--- src/rtl/adam_pause_if.sv ---
// Pause-tree handshake bundle: one upstream req/ack pair plus NO_CHILDREN downstream pairs.
// The slave modport is the sequencer's view; master is whatever surrounds it (upstream master and children).
interface adam_pause_if #(
  parameter int NO_CHILDREN = 4
);
  logic                   pause_req;
  logic                   pause_ack;
  logic [NO_CHILDREN-1:0] child_req;
  logic [NO_CHILDREN-1:0] child_ack;

  modport master (
    output pause_req,
    output child_ack,
    input  pause_ack,
    input  child_req
  );

  modport slave (
    input  pause_req,
    input  child_ack,
    output pause_ack,
    output child_req
  );
endinterface

--- src/rtl/adam_pause_sequencer.sv ---
// Pause-tree node: resumes children in ascending order, pauses them in descending order,
// and reports the upstream ack only after the whole chain has completed its handshakes.
module adam_pause_sequencer #(
  parameter int NO_CHILDREN = 4
) (
  input  logic        clk,
  input  logic        rst_n,
  adam_pause_if.slave bus
);

  localparam int IDX_W = (NO_CHILDREN > 1) ? $clog2(NO_CHILDREN) : 1;
  localparam logic [IDX_W-1:0] LAST_IDX = IDX_W'(NO_CHILDREN - 1);

  typedef enum logic [1:0] {
    PAUSED,
    RESUMING,
    RUNNING,
    PAUSING
  } state_t;

  state_t                 state_reg, state_next;
  logic [IDX_W-1:0]       idx_reg, idx_next;
  logic [NO_CHILDREN-1:0] child_req_reg, child_req_next;
  logic                   pause_ack_reg, pause_ack_next;

  logic [NO_CHILDREN-1:0] idx_sel;
  logic                   ack_cur;
  logic [IDX_W-1:0]       idx_inc;
  logic [IDX_W-1:0]       idx_dec;

  // One-hot select of the child currently in flight; acks of all other children are masked off.
  genvar gi;
  generate
    for (gi = 0; gi < NO_CHILDREN; gi++) begin : g_sel
      assign idx_sel[gi] = (idx_reg == IDX_W'(gi));
    end
  endgenerate

  assign ack_cur = |(bus.child_ack & idx_sel);
  assign idx_inc = idx_reg + 1'b1;
  assign idx_dec = idx_reg - 1'b1;

  always_ff @(posedge clk or negedge rst_n) begin
    if (!rst_n) begin
      state_reg     <= PAUSED;
      idx_reg       <= '0;
      child_req_reg <= '1;
      pause_ack_reg <= 1'b1;
    end else begin
      state_reg     <= state_next;
      idx_reg       <= idx_next;
      child_req_reg <= child_req_next;
      pause_ack_reg <= pause_ack_next;
    end
  end

  always_comb begin
    state_next     = state_reg;
    idx_next       = idx_reg;
    child_req_next = child_req_reg;
    pause_ack_next = pause_ack_reg;

    case (state_reg)
      PAUSED: begin
        pause_ack_next = 1'b1;
        if (!bus.pause_req) begin
          state_next        = RESUMING;
          idx_next          = '0;
          child_req_next[0] = 1'b0;
        end
      end

      // The req of child[idx] was already driven on entry, so a matching ack finishes the step.
      RESUMING: begin
        if (!ack_cur) begin
          if (idx_reg != LAST_IDX) begin
            idx_next                = idx_inc;
            child_req_next[idx_inc] = 1'b0;
          end else begin
            state_next     = RUNNING;
            pause_ack_next = 1'b0;
          end
        end
      end

      RUNNING: begin
        pause_ack_next = 1'b0;
        if (bus.pause_req) begin
          state_next               = PAUSING;
          idx_next                 = LAST_IDX;
          child_req_next[LAST_IDX] = 1'b1;
        end
      end

      PAUSING: begin
        if (ack_cur) begin
          if (idx_reg != '0) begin
            idx_next                = idx_dec;
            child_req_next[idx_dec] = 1'b1;
          end else begin
            state_next     = PAUSED;
            pause_ack_next = 1'b1;
          end
        end
      end

      default: begin
        state_next = PAUSED;
      end
    endcase
  end

  assign bus.pause_ack = pause_ack_reg;
  assign bus.child_req = child_req_reg;

endmodule

--- src/flat_wrapper.sv ---
// flat-port wrapper written by rule: the top's interface ports become plain ports
module adam_pause_sequencer_flat 
#(
  parameter int NO_CHILDREN = 4
)
  (clk, rst_n, bus_pause_req, bus_child_ack, bus_pause_ack, bus_child_req);
  adam_pause_if #(.NO_CHILDREN(NO_CHILDREN)) bus_i ();
  input  logic clk;
  input  logic rst_n;
  input wire logic [$bits(bus_i.pause_req)-1:0] bus_pause_req;
  input wire logic [$bits(bus_i.child_ack)-1:0] bus_child_ack;
  output wire logic [$bits(bus_i.pause_ack)-1:0] bus_pause_ack;
  output wire logic [$bits(bus_i.child_req)-1:0] bus_child_req;
  assign bus_i.pause_req = bus_pause_req;
  assign bus_i.child_ack = bus_child_ack;
  assign bus_pause_ack = bus_i.pause_ack;
  assign bus_child_req = bus_i.child_req;
  adam_pause_sequencer #(.NO_CHILDREN(NO_CHILDREN)) u_core (.clk(clk), .rst_n(rst_n), .bus(bus_i));
endmodule
--- config.mk ---
export PLATFORM = sky130hd
export DESIGN_NAME = adam_pause_sequencer_flat
export DESIGN_NICKNAME = d
export VERILOG_FILES = /design/src/rtl/adam_pause_if.sv /design/src/rtl/adam_pause_sequencer.sv /design/src/flat_wrapper.sv
export SDC_FILE = /design/constraint.sdc
export NUM_CORES = 1
export LEC_CHECK = 0
export CORE_MARGIN = 5
export CORE_UTILIZATION = 29
export CTS_CLUSTER_DIAMETER = 150
export DETAILED_ROUTE_END_ITERATION = 8
export PLACE_DENSITY = 0.54
export RECOVER_POWER = 50
export SYNTH_ARGS = -nofsm -noshare
export SYNTH_HDL_FRONTEND = slang
export SYNTH_SLANG_ARGS = --single-unit
--- constraint.sdc ---
create_clock -name clk -period 2.3 [get_ports clk]
set_input_delay 0.69 -clock clk [delete_from_list [all_inputs] [get_ports clk]]
set_output_delay 0.69 -clock clk [all_outputs]
set_load 0.02 [all_outputs]
==> summary.md <==
| Metric | Value |
|---|---|
| Number of clock buffers inserted by TritonCTS | 3 |
| Residual antenna-violating net count after detailed routing | 0 |
| Count of boundary I/O pins | 12 |
| Sum of routed wire length over all layers | 1708 um |
| Setup skew after layout | 0.006707 ns |
| Layout filler cell count | around 240 |
| Total inserted antenna cells | 0 |
| Number of buffers inserted to repair setup after CTS | 0 |
| Critical Path End Type | flop |
| Via count | 625 |
| CP arrival | between 2 and 2.5 ns |
| Type of the most critical hold path | flop to flop |
| Number of flops mapped to enable cells by yosys | 0 |
| Post-DR vias/cell | 4.808 |
| Post-synthesis cell count | 75 |
| CTS tree | done |
| WL/cell | 13.14 um |
| Cell with the largest stage delay on the worst path | or3_4 |
| Critical path class | input pin to flop |
| Congestion Overflow GR | 0 |
| Unrepaired setup endpoints after global routing | false |
| FF-to-FF path depth | 8 |
| Initial core utilization | 29.60% |
| Fmax | roughly 460 MHz |
| Post-synthesis register bit count | 9 |
| Worst slew margin | 68.35% |
| Post-synthesis net count | 96 |
| Max reg flops | 4 |
| Number of distinct library cells after synthesis | 27 |
| Clock sink count | 9 |
| Maximum buffer depth of the clock tree | 2 |
| Worst Max-Slew Pin Slew | 0.4732 ns |
| Final critical-path share of the clock period | 94.68% |
| Placement row count | 18 |
| Sort of element at the start of the critical path | input pin |
| Result of the run | completed |
| Die Span X | approximately 60 um |
| Setup WS pre-CTS | -0.3034 ns |
| Combined global-route utilization of all metal layers | about 11% |
| Final worst setup slack | between 0.1 and 0.15 ns |
| Cell area after synthesis | 713.2 um2 |
| Depth of the CTS H-tree | 1 |
| Chip height | 59.59 um |
| Largest vdd supply drop | 0.8398 mV |
| Largest driver fanout on the critical path | 5 |
| Hold bufs inserted after CTS | 0 |
| Final setup violation count | 0 |
| Core Region | around 2400 um2 |
| Share of layout cells above drive strength 1 | 29.00% |
| PwrDens | 1492 nW/um2 |
| Delay of the slowest cell on the worst path | 0.41 ns |
| MaxCap Viol Count | 0 |
| Routability congestion estimate from global placement | 0.8156 |
| Static Leakage | about 0.47 nW |
| Final count of pins violating max slew | 0 |
| Maximum number of pins on one net before global-route repair | 10 |
| Asr flop ratio synth | 100.0% |
| Sequential-to-total area share from yosys stat | between 30% and 40% |
| Post-detailed-placement half-perimeter wirelength | around 1300 um |
| Area enclosed by the die boundary | 3551 um2 |
| Final core utilization | 41.48% |
| Fin crit period | around 2.2 ns |
| Number of global-route vias before repair | 661 |
| Average cell area after synthesis | 9.509 um2 |
| Insertion delay of the later-clocked pin in the worst-skew pair | 0.27 ns |
| Worst Hold Margin | 0.4718 ns |
| Final Hold Viols | 0 |
| DR iter-0 viols | 6 |
| Clock Pin Slew Worst Setup and Hold Paths | around 0.07 ns |
| Warnings from Yosys | 0 |
| Buffer type at the clock tree root | clkbuf_4 |
| Total Nets Final | 122 |
| CP Cell Sequence | clkdlybuf4s50_1, a222oi_1, buf_4, a211oi_4, or3_4, nand2_2, mux2_4 |
| Prevailing post-synth register cell | dfstp_2 |
| IO Port Bufs | 11 |
| Area added between synthesis and finish | 40.18% |
| Number of antenna violations at the first check in global routing | 0 |
| Min-Delay Path Depth | 2 |
| Router iterations before antenna repair | 4 |
| First-pass GRT wire length | 2953 um |
| DRC Markers | 0 |
| Required time at the endpoint of the critical path | ~2.5 ns |
==> layer usage <==
| metal | wire, um | up-vias | track usage, % |
|---|---|---|---|
| li1 | - | 318 | - |
| met3 | 76 | 2 | 3.486 |
| met4 | 14 | 0 | 3.797 |
| met5 | 0 | - | 0 |
| met2 | 822 | 10 | 17.47 |
| met1 | 795 | 295 | 14.51 |
==> path summary, 6_finish.rpt <==
check	start	endpoint	slack (ns)
min in group asynchronous	rst_n	u_core.state_reg[1]$_DFFE_PN0P_	0.81
setup reg to reg	u_core.idx_reg[0]$_DFFE_PN0P_	u_core.bus.child_req[0]$_DFFE_PN1P_	0.14
max in group asynchronous	rst_n	u_core.idx_reg[0]$_DFFE_PN0P_	1.14
hold reg to reg	u_core.bus.pause_ack$_DFFE_PN1P_	u_core.bus.pause_ack$_DFFE_PN1P_	0.47
setup / recovery	bus_child_ack[2]	u_core.bus.child_req[0]$_DFFE_PN1P_	0.12
hold / removal	u_core.bus.pause_ack$_DFFE_PN1P_	u_core.bus.pause_ack$_DFFE_PN1P_	0.47
==> metrics by stage <==
step	power, mW	TNS [ns]	instances	instance area, um2
final	1.491	0	130	999.7
after global routing	1.622	0	130	999.7
after CTS	1.464	0	130	977.2
after detailed placement	1.302	-1.725	126	939.7
after global placement	1.292	-1.618	126	939.7
after floorplan	0.9130	0	75	713.2
==> report_power, final <==
group	internal (mW)	total [mW]	switching, mW
Sequential	0.258	0.324	0.0667
Clock	0.0672	0.130	0.0626
Combinational	0.510	1.04	0.527
Total	0.835	1.49	0.657
==> placed cells by master (no fill, tap or decap), types with 3 or more instances in the layout <==
master / instances
ha_1: 14
nor2_1: 4
clkdlybuf4s50_1: 6
inv_1: 7
dlygate4sd3_1: 3
buf_4: 11
clkbuf_4: 3
dfrtp_1: 3
a21oi_1: 10
nand2_1: 5
dfstp_2: 5
o21ai_0: 3
==> cells by family (layout without fill, tap and decap cells) <==
kind of cell | Yosys count | after routing | share of synthesized area, %
AOI/OAI and AO/OA | 24 | 24 | 20.88
adders and majority gates | 14 | 14 | 24.56
buffers and inverters | 8 | 33 | 4.211
DFF | 9 | 9 | 32.46
muxes | 4 | 4 | 5.965
and+or+nand+nor | 16 | 16 | 11.93
==> critical path, delay by kind of cell <==
kind,cells,cell delay (ns)
buffers and inverters,2,0.60
and+or+nand+nor,2,0.48
AOI/OAI and AO/OA,2,0.31
muxes,1,0.29
==> cells in the mapped netlist (2+ instances only) <==
cell type / n / area share [%]
ha_1: 14 / 25
a21oi_1: 10 / 7.0
inv_1: 7 / 3.7
dfstp_2: 5 / 18
nand2_1: 5 / 2.6
dfrtp_1: 4 / 14
nor2_1: 4 / 2.1
o21ai_0: 3 / 2.1
a211oi_1: 2 / 2.1
a31oi_1: 2 / 1.8
mux2i_1: 2 / 2.8
o31ai_1: 2 / 2.1
==> layout make-up <==
cell class | instances | area, um2 | area share [%]
sequential | 9 | 232.7 | 23.28
timing repair buffer | 22 | 197.7 | 19.77
tap | 30 | 37.54 | 3.755
multi-input combinational | 58 | 479.2 | 47.93
inverter | 7 | 26.28 | 2.628
clock buffer | 4 | 26.28 | 2.628
==> timing repair <==
item	CTS	global route
pin swaps	1	3
setup endpoints to repair	4	5
gates resized for setup	2	6
Note: power is estimated with default switching activity, not from simulation.
